### config.mk
export PLATFORM = sky130hd
export DESIGN_NAME = cpu_datapath
export DESIGN_NICKNAME = d
export VERILOG_FILES = /design/src/rtl/cpu_pkg.sv /design/src/rtl/cpu_alu.sv /design/src/rtl/cpu_datapath.sv
export SDC_FILE = /design/constraint.sdc
export NUM_CORES = 1
export LEC_CHECK = 0
export CELL_PAD_IN_SITES_DETAIL_PLACEMENT = 1
export CELL_PAD_IN_SITES_GLOBAL_PLACEMENT = 1
export CORE_MARGIN = 1
export CORE_UTILIZATION = 47
export CTS_BUF_LIST = sky130_fd_sc_hd__clkbuf_8 sky130_fd_sc_hd__clkbuf_16
export CTS_CLUSTER_SIZE = 30
export DETAILED_ROUTE_END_ITERATION = 7
export GPL_TIMING_DRIVEN = 0
export PLACE_DENSITY_LB_ADDON = 0.1
export SYNTH_ARGS = -nofsm -noshare
export SYNTH_HDL_FRONTEND = slang
export SYNTH_SLANG_ARGS = --single-unit
### constraint.sdc
create_clock -name CLK -period 3.79 [get_ports CLK]
set_input_delay 0.379 -clock CLK [delete_from_list [all_inputs] [get_ports CLK]]
set_output_delay 0.379 -clock CLK [all_outputs]
set_load 0.02 [all_outputs]
### src/rtl/cpu_pkg.sv
// Shared definitions for the 4-bit CPU controller and datapath.
// Opcodes, control-word encodings and widths.
package cpu_pkg;

    localparam int DATA_W  = 4;
    localparam int PC_W    = 4;
    localparam int NREG    = 16;
    localparam int INSTR_W = 8;
    localparam int OP_W    = 4;
    localparam int IDX_W   = 4;

    localparam logic [OP_W-1:0] OP_NOP  = 4'b0000;
    localparam logic [OP_W-1:0] OP_ADD  = 4'b0001;
    localparam logic [OP_W-1:0] OP_SUB  = 4'b0010;
    localparam logic [OP_W-1:0] OP_NOR  = 4'b0011;
    localparam logic [OP_W-1:0] OP_LDR  = 4'b0100;
    localparam logic [OP_W-1:0] OP_STR  = 4'b0101;
    localparam logic [OP_W-1:0] OP_JZR  = 4'b0110;
    localparam logic [OP_W-1:0] OP_JZI  = 4'b0111;
    localparam logic [OP_W-1:0] OP_JCR  = 4'b1000;
    localparam logic [OP_W-1:0] OP_JCI  = 4'b1010;
    localparam logic [OP_W-1:0] OP_SHR  = 4'b1100;
    localparam logic [OP_W-1:0] OP_LDI  = 4'b1101;
    localparam logic [OP_W-1:0] OP_HALT = 4'b1111;

    localparam logic [3:0] ALU_ADD = 4'b0000;
    localparam logic [3:0] ALU_SUB = 4'b0001;
    localparam logic [3:0] ALU_NOR = 4'b0010;
    localparam logic [3:0] ALU_SHR = 4'b0011;

    localparam logic [1:0] ACC_ALU  = 2'b00;
    localparam logic [1:0] ACC_REG  = 2'b01;
    localparam logic [1:0] ACC_IMM  = 2'b10;
    localparam logic [1:0] ACC_HOLD = 2'b11;

    localparam logic PC_REG = 1'b0;
    localparam logic PC_IMM = 1'b1;

endpackage

### src/rtl/cpu_alu.sv
// Combinational ALU: A is the accumulator, B the selected register.
// carryWe tells the datapath whether this op defines a new carry.
module cpu_alu
    import cpu_pkg::*;
(
    input  logic [DATA_W-1:0] a,
    input  logic [DATA_W-1:0] b,
    input  logic [3:0]        selAlu,
    output logic [DATA_W-1:0] result,
    output logic              carryOut,
    output logic              carryWe
);

    logic [DATA_W:0] sum;

    assign sum = {1'b0, a} + {1'b0, b};

    // Operation select; unused codes pass A and leave carry alone
    always_comb begin
        result   = a;
        carryOut = 1'b0;
        carryWe  = 1'b0;
        unique case (selAlu)
            ALU_ADD: begin
                result   = sum[DATA_W-1:0];
                carryOut = sum[DATA_W];
                carryWe  = 1'b1;
            end
            ALU_SUB: begin
                result   = a - b;
                carryOut = (b > a);
                carryWe  = 1'b1;
            end
            ALU_NOR: begin
                result = ~(a | b);
            end
            ALU_SHR: begin
                result   = a >> 1;
                carryOut = a[0];
                carryWe  = 1'b1;
            end
            default: begin
                result = a;
            end
        endcase
    end

endmodule

### src/rtl/cpu_datapath.sv
// Datapath responder: PC, IR, register file, Acc and carry.
// Executes one control word per clock; never stalls.
module cpu_datapath
    import cpu_pkg::*;
(
    input  logic               CLK,
    input  logic               CLB,
    input  logic               LoadIR,
    input  logic               IncPC,
    input  logic               SelPC,
    input  logic               LoadPC,
    input  logic               LoadReg,
    input  logic               LoadAcc,
    input  logic [1:0]         SelAcc,
    input  logic [3:0]         SelALU,
    input  logic [INSTR_W-1:0] InstrData,
    output logic [PC_W-1:0]    PCAddr,
    output logic [OP_W-1:0]    Opcode,
    output logic               Z,
    output logic               C,
    output logic [DATA_W-1:0]  AccOut
);

    logic [PC_W-1:0]    pc;
    logic [INSTR_W-1:0] ir;
    logic [DATA_W-1:0]  acc;
    logic               carry;
    logic [DATA_W-1:0]  regFile [NREG];

    logic [IDX_W-1:0]  regIdx;
    logic [DATA_W-1:0] imm;
    logic [DATA_W-1:0] regRead;
    logic [DATA_W-1:0] aluResult;
    logic              aluCarry;
    logic              aluCarryWe;

    assign regIdx  = ir[IDX_W-1:0];
    assign imm     = ir[DATA_W-1:0];
    assign regRead = regFile[regIdx];

    cpu_alu uAlu (
        .a        (acc),
        .b        (regRead),
        .selAlu   (SelALU),
        .result   (aluResult),
        .carryOut (aluCarry),
        .carryWe  (aluCarryWe)
    );

    // Program counter: a jump load beats a sequential increment
    always_ff @(posedge CLK or negedge CLB) begin
        if (!CLB) begin
            pc <= '0;
        end else if (LoadPC) begin
            pc <= (SelPC == PC_IMM) ? imm : regRead;
        end else if (IncPC) begin
            pc <= pc + 1'b1;
        end
    end

    // Instruction register; other loads this edge still see the old IR
    always_ff @(posedge CLK or negedge CLB) begin
        if (!CLB) begin
            ir <= '0;
        end else if (LoadIR) begin
            ir <= InstrData;
        end
    end

    // Register file store of the current (pre-edge) accumulator
    always_ff @(posedge CLK or negedge CLB) begin
        if (!CLB) begin
            for (int i = 0; i < NREG; i++) begin
                regFile[i] <= '0;
            end
        end else if (LoadReg) begin
            regFile[regIdx] <= acc;
        end
    end

    // Accumulator load from ALU, register or immediate
    always_ff @(posedge CLK or negedge CLB) begin
        if (!CLB) begin
            acc <= '0;
        end else if (LoadAcc) begin
            unique case (SelAcc)
                ACC_ALU:  acc <= aluResult;
                ACC_REG:  acc <= regRead;
                ACC_IMM:  acc <= imm;
                default:  acc <= acc;
            endcase
        end
    end

    // Carry only changes on an ALU write-back from a carry-defining op
    always_ff @(posedge CLK or negedge CLB) begin
        if (!CLB) begin
            carry <= 1'b0;
        end else if (LoadAcc && SelAcc == ACC_ALU && aluCarryWe) begin
            carry <= aluCarry;
        end
    end

    assign PCAddr = pc;
    assign Opcode = ir[INSTR_W-1:INSTR_W-OP_W];
    assign Z      = (acc == '0);
    assign C      = carry;
    assign AccOut = acc;

endmodule

# After elaboration in Yosys (flattened, before gate mapping)
# Index checks and enable logic that the tools add are counted.
# totals
register_bits,81
wordCells,58
# op_classes
addsub,3
magnitude_cmp,3
eq_ne,6
mux,13
bitwise_logic,3
reduce_logical,10
# op_table
op,count
$bwmux 64,1
$mux 4,6
$bmux 4 s4,1
$demux 4 s4,1
$pmux 4 s4,1
$pmux 4 s3,1
$eq 4x2->1 const B,2
$logic_not 4->1,2
$add 4x4->5,1
$ge 5x5->1 const B,1
$lt 5x1->1 const B,1
$ne 5x1->1 const B,1
$not 4->5,1
$add 4x1->4 const B,1
$eq 4x1->1 const B,1
$gt 4x4->1,1
$not 4->4,1
$or 4x4->4,1
$sub 4x4->4,1
$logic_and 1x1->1,3
$pmux 1 s3,1
$reduce_and 3->1,1
$reduce_bool 3->1,1
$reduce_or 3->1,1
other kinds (5),5

# Depth between registers and ports, before layout
# Gate-level depths: netlist (run 1).
# logic_depth
ltp_word,8
depth_mapped,13
mapped_depth_nobuf,11

# By module
# From an unflattened synthesis (run 1), not the netlist that was laid out.
# hier_totals
hier_cells,355
hier_area_um2,4490.6
# by_module_without_submodules
mod,instances,cells_per_inst,area_per_inst_um2
cpu_datapath,1,289,3967.6
cpu_alu,1,66,523.0

# Worst setup path before layout (run 1)
# OpenSTA, ideal clock, no wires.
# synth_timing
path_type,register -> register
startpoint,register ir[0]
endpoint,"register acc[2], in the netlist AccOut[2]"
arrival_ps,2797
path_slack_ps,853
path_stages_with_launch,13
n_path_buf,2
cell_sequence,dfrtp_1 buf_6 buf_12 mux4_2 a22oi_2 nand3_2 ha_1 fa_1 xor2_1 a22oi_1 nor3_1 a2111oi_0 a211oi_1
# synth_between
elab_chain_len,8
elab_cells_between_ends,10
# synth_lines
element,line,source
from (decl),cpu_datapath.sv:25,logic [INSTR_W-1:0] ir;
from (signal assigned),cpu_datapath.sv:66,ir <= InstrData;
$not 4->5 (not written as such) (*),cpu_datapath.sv:39,assign regRead = regFile[regIdx];
$bmux 4 s4 (*),cpu_datapath.sv:39,
$mux 4 (not written as such) (*) (2 in a row),cpu_datapath.sv:39,
branches (longest 3 deep; another with $sub 4x4->4),--,
$pmux 4 s3 (*),cpu_datapath.sv:86,unique case (SelAcc)
to (signal assigned),cpu_datapath.sv:87,ACC_ALU: acc <= aluResult;
to (signal assigned),cpu_datapath.sv:88,ACC_REG: acc <= regRead;
to (signal assigned),cpu_datapath.sv:89,ACC_IMM: acc <= imm;
to (decl),cpu_datapath.sv:26,logic [DATA_W-1:0] acc;
# Every way passes the cells marked *. The select of a mux whose other input is x is not followed.
# A chain may end at the register's enable or synchronous reset.

# Worst setup path in the final report (run 1)
# Ends and elaborated chain as after synthesis.

==> impl_metrics.tcl, run 1 <==
set metrics [dict create \
    clock.fmax_mhz 290 \
    syn_area_per_cell_um2 11.7 \
    clock-sinks 81 \
    synth_top_area_cell "dfrtp_1" \
    grt_use_met3_pct 3.76 \
    cts_tree "built" \
    postLayoutCellArea_um2 5110 \
    vdd_drop_max_uv 294 \
    combPwrFrac_pct 39.8 \
    drt_wl_total_um 11500 \
    die_x_um 99.0 \
    synthFlopType "dfrtp_1" \
    r2r_end "AccOut[2]" \
    clk_latency_ps 360 \
    fin_skew_ps 12.3 \
    r2r_cells 12 \
    post-cts-setup-buffers 0 \
    layout-area-overhead-vs-synth_pct 15.5 \
    finalWorstSetupSlack_ps 342 \
    ys_seq_area_share_pct 45.8 \
    crit_type "reg2reg" \
    p_int_w 0.00226 \
    crit_family "compound AO/OA/AOI/OAI gates" \
    tightest_slew_ps 576 \
    netlist_area_um2 4420 \
    startpoint_type "register" \
    drtAntennaViolNets 0 \
    synth.top_cell.area_share_pct 45.8 \
    via_count 3153 \
    report.final.slew_viol_count 0 \
    grt.total_usage_pct 25.7 \
    dieArea_um2 9800 \
    numPortBuffers 30 \
    synth_common_cells "dfrtp_1 (81), mux2_2 (49), nand2_1 (40)" \
    grt_overflow 0 \
    gp_congestion 0.772 \
    fp.dieH_um 99.0 \
    finalSetupViolCount 0 \
    vias_per_cell 5.87 \
    antenna-diode-count 0 \
    dr.pass1.iters 4 \
    io_pins 36 \
    syn_nets 419 \
    synthArstFlopShare_pct 100 \
    p_total_w 0.00359 \
    layout.nets 462 \
    drive_gt1_share_pct 23.5 \
    critPathRequiredTime_ps 4030 \
    hold_viol_final 0 \
    wl_per_cell_um 21.4 \
    rsz0062_at_grt "false" \
    cpMaxStageDelayCell "mux4_2" \
    end_kind "register" \
    drcViolationCount 0 \
    rows 35 \
    synthCells 378 \
    synth_area_leaders "dfrtp_1 (46%), mux2_2 (12%), mux4_2 (6.1%)" \
    ctsHtreeMaxLevel 3 \
    p_sw_w 0.00133 \
    grt_pass1_wl_um 18800 \
    leakagePower_nw 2.22 \
    gr-usage-met1_pct 36.0 \
    clk_root_buffer_cell "clkbuf_8" \
    power_density_nw_per_um2 702 \
    period_share_pct 91.0 \
    fin_util_pct 55.6 \
    start_util_pct 48.1 \
    path_max_fanout 10 \
    clk_pin_slew_ps 90 \
    critical_path_buf_inv_count 2 \
    min_period_ps 3450 \
    r2r_slack_ps 340 \
    ys_types 55 \
    crit_start "ir[0]" \
    gr-usage-met2_pct 41.2 \
    yosysMostFrequentCell "dfrtp_1" \
    cp.depth 12 \
    p_seq_share_pct 41.1 \
    antenna_found_initial 0 \
    grt_max_degree 65 \
    numCtsBuffers 9 \
    cp.arrival_ps 3680 \
    r2r-start "ir[0]" \
    place_ws_ps 294 \
    min_path_type "in2reg" \
    place_hpwl_um 8300 \
    switching_share_pct 37.1 \
    design.core.area_um2 9200 \
    ctsLongestPathBuffers 2 \
    ctsResizeCount 0 \
    status "finished clean" \
    cap_violations 0 \
    slew_headroom_pct 61.6 \
    synth_edf_count 0 \
    pwr-share-clk_pct 19.1 \
    ys_seq_elements 81 \
    cp_slowest_stage_delay_ps 530 \
    grt_pass1_vias 3342 \
    top_usage_layer "met2" \
    place_area_um2 4890 \
    cp-endpoint "AccOut[2]" \
    drtIter0Drc 159 \
    fin_setup_tns_ps 0 \
    path_cells "buf_6 > buf_12 > mux4_2 > a22oi_2 > nand3_2 > ha_1 > fa_1 > xor2_1 > a22oi_1 > nor3_1 > a2111oi_0 > a211oi_1" \
    yosys_warnings 0 \
]
## per-layer routing
layer	wire length, um	share of wire, %
met5	0	0
met4	229	2.0
met3	373	3.2
met2	5600	49
met1	5290	46
## power groups by stage
stage	clock network, W	logic (W)	registers (W)
6_report	0.000686	0.00143	0.00148
2_1_floorplan	0	0.000974	0.00143
4_1_cts	0.000694	0.00144	0.00147
5_1_grt	0.000726	0.00157	0.00151
3_5_place_dp	0	0.00143	0.00149
3_3_place_gp	0	0.00136	0.00146
## per-stage QoR
step                cells  hold WS (ps)
finish                537           382
global route          537           436
CTS                   537           373
detailed placement    520           286
global placement      519           458
floorplan             378          83.4
## state kept, by name, summed over array words and instances (netlist names)
register / flops
AccOut: 4
C: 1
PCAddr: 4
ir: 8
regFile: 64
## logic make-up after synthesis
| family | synth area share, % |
|---|---|
| AND/OR/NAND/NOR | 9.98 |
| flip-flops | 45.8 |
| multiplexers | 22.3 |
| AO/OA/AOI/OAI | 9.96 |
| buffers and inverters | 4.84 |
| adder cells (fa/ha/maj) | 5.71 |
| XOR/XNOR | 1.39 |
## cell type report
cell class | count | area (um^2)
clock buffers | 10 | 138
inverters | 11 | 41.3
plain buffers | 26 | 173
multi-input cells | 260 | 2180
well taps | 111 | 139
clock inverters | 6 | 72.6
fillers | 978 | 4090
repair buffers | 32 | 335
flip-flops and latches | 81 | 2030
## layout by cell type (no fill, tap or decap), drive strengths merged, types with 2 or more instances in the layout
cell and count:
a211oi 2, a21oi 9, a22oi 4, a32oi 3
and2b 2, buf 15, clkbuf 23, clkdlybuf4s50 29
clkinv 2, dfrtp 81, fa 2, ha 17
inv 14, mux2 51, mux2i 9, mux4 14
nand2 41, nand2b 4, nand3 5, nand3b 4
nor2 17, nor2b 6, o21ai 35, o22ai 4
or3 4, xnor2 3, xor2 4
## how the worst min path moves through the flow
stage / from / to / slack [ps] / cells after the start
6_report: LoadPC / PCAddr[2] / 380 / 2
3_5_place_dp: CLB / regFile[61] / 290 / 1
5_1_grt: CLB / regFile[61] / 440 / 2
3_3_place_gp: regFile[44] / regFile[44] / 460 / 2
2_1_floorplan: CLB / AccOut[0] / 80 / 0
4_1_cts: LoadPC / PCAddr[2] / 370 / 2
## what timing repair did
action                                  CTS  global route
endpoints found under the setup margin    0             0
hold buffers                              1             0
hold endpoints to repair                 17             0
(Power assumes the default switching activity.)
==> run 2, diff against run 1 <==
- CAP_MARGIN: not set -> 20
- SKIP_CTS_REPAIR_TIMING: not set -> 1
==> run 2 against run 1 <==
Effect of this change:
- design area did not move
- core utilization did not move
- register-to-register slack barely moved
- non-clock buffer count did not move
- largest cell class unchanged
==> impl_metrics.tcl, run 2 (synthesized netlist as in run 1, its figures left out) <==
set metrics [dict create \
    vdd_drop_max_uv 293 \
    r2r_slack_ps 340 \
    min_period_ps 3450 \
    cts_tree "built" \
    hold_viol_final 0 \
    via_count 3178 \
    drt_wl_total_um 11500 \
    clk_pin_slew_ps 90 \
    largest_register "regFile" \
    reg_top3 "regFile: 64 flops, ir: 8 flops" \
    final_common_cell "dfrtp_1" \
    switching_share_pct 37.1 \
    critPathRequiredTime_ps 4030 \
    crit_type "reg2reg" \
    min_path_type "in2reg" \
    fin_util_pct 55.6 \
    design.core.area_um2 9200 \
    end_kind "register" \
    pwr-share-clk_pct 19.1 \
    grt_pass1_wl_um 18800 \
    p_total_w 0.00359 \
    status "finished clean" \
    place_ws_ps 294 \
    path_max_fanout 10 \
    rsz0062_at_grt "false" \
    antenna-diode-count 0 \
    dieArea_um2 9800 \
    drtAntennaViolNets 0 \
    start_util_pct 48.1 \
    rows 35 \
    path_cells "buf_6 > buf_12 > mux4_2 > a22oi_2 > nand3_2 > ha_1 > fa_1 > xor2_1 > a22oi_1 > nor3_1 > a2111oi_0 > a211oi_1" \
    grt.total_usage_pct 25.7 \
    p_int_w 0.00226 \
    power_density_nw_per_um2 702 \
    clk_root_buffer_cell "clkbuf_8" \
    clk_latency_ps 370 \
    largest_reg_flops 64 \
    place_hpwl_um 8300 \
    drtIter0Drc 159 \
    finalSetupViolCount 0 \
    fin_skew_ps 13.1 \
    nFillCells 978 \
    drcViolationCount 0 \
    layout.nets 462 \
    cp.arrival_ps 3690 \
    numPortBuffers 30 \
    grt_pass1_vias 3341 \
    ctsLongestPathBuffers 2 \
    slew_headroom_pct 61.4 \
    io_pins 36 \
    p_seq_share_pct 41.1 \
    tightest_slew_ps 579 \
    startpoint_type "register" \
    clock-sinks 81 \
    combPwrFrac_pct 39.8 \
    fp.dieH_um 99.0 \
    cpMaxStageDelayCell "mux4_2" \
    wl_per_cell_um 21.5 \
    layout-area-overhead-vs-synth_pct 15.5 \
    leakagePower_nw 2.22 \
    layout_common_cells "dfrtp_1 (81), mux2_2 (49), nand2_1 (40), clkdlybuf4s50_1 (29), o21ai_0 (27)" \
    cap_violations 0 \
    gp_congestion 0.772 \
    vias_per_cell 5.92 \
    cp_slowest_stage_delay_ps 530 \
    grt_max_degree 65 \
    numCtsBuffers 9 \
    clock.fmax_mhz 290 \
    ctsHtreeMaxLevel 3 \
    die_x_um 99.0 \
    dr.pass1.iters 4 \
    grt_overflow 0 \
    antenna_found_initial 0 \
    period_share_pct 90.9 \
    drive_gt1_share_pct 23.5 \
    p_sw_w 0.00133 \
    report.final.slew_viol_count 0 \
    fin_setup_tns_ps 0 \
    finalWorstSetupSlack_ps 343 \
]
-- run 2: cell counts in the layout (fill, tap and decap cells not counted) --
Identical to the previous run, type by type.
-- run 2: power by group through the flow --
stage | sequential (W) | clock (W) | combinational (W)
after detailed placement | 0.00149 | 0 | 0.00143
after global placement | 0.00146 | 0 | 0.00136
after global routing | 0.00151 | 0.000726 | 0.00157
final | 0.00147 | 0.000686 | 0.00143
after floorplan | 0.00143 | 0 | 0.000974
after CTS | 0.00147 | 0.000694 | 0.00144
-- run 2: path summary, 6_finish.rpt --
check / from / to / cells past startpoint
setup / recovery: ir[0] / AccOut[2] / 12
hold / removal: LoadPC / PCAddr[2] / 2
setup reg to reg: ir[0] / AccOut[2] / 12
hold reg to reg: C / C / 2
max in group asynchronous: CLB / regFile[42] / 3
min in group asynchronous: CLB / regFile[61] / 2
-- run 2: critical path, delay by kind of cell (launching register included) --
kind | cells | cell delay [ps]
mux | 1 | 530
fa+ha+maj | 2 | 710
flops | 1 | 360
xor+xnor | 1 | 180
simple gates | 2 | 280
buf+inv | 2 | 340
compound gates | 4 | 910
-- run 2: layout make-up --
| class | count | area [um^2] | area share [%] |
|---|---|---|---|
| Sequential cell | 81 | 2030 | 39.7 |
| Clock buffer | 10 | 138 | 2.69 |
| Multi-Input combinational cell | 260 | 2180 | 42.7 |
| Buffer | 26 | 173 | 3.38 |
| Timing Repair Buffer | 32 | 335 | 6.56 |
| Inverter | 11 | 41.3 | 0.808 |
| Clock inverter | 6 | 72.6 | 1.42 |
| Tap cell | 111 | 139 | 2.72 |
-- run 2: metrics by stage --
stage,hold slack [ps],instance area [um^2],std cells
floorplan,83.4,4420,378
global placement,458,4860,519
detailed placement,286,4890,520
CTS,-120,5100,536
global route,436,5110,537
finish,379,5110,537
-- run 2: per-layer routing --
layer  track usage [%]  share of wire, %
met2              41.1                49
met4              9.07               2.1
met5                 0                 0
met3              3.76               3.7
met1              36.0                46
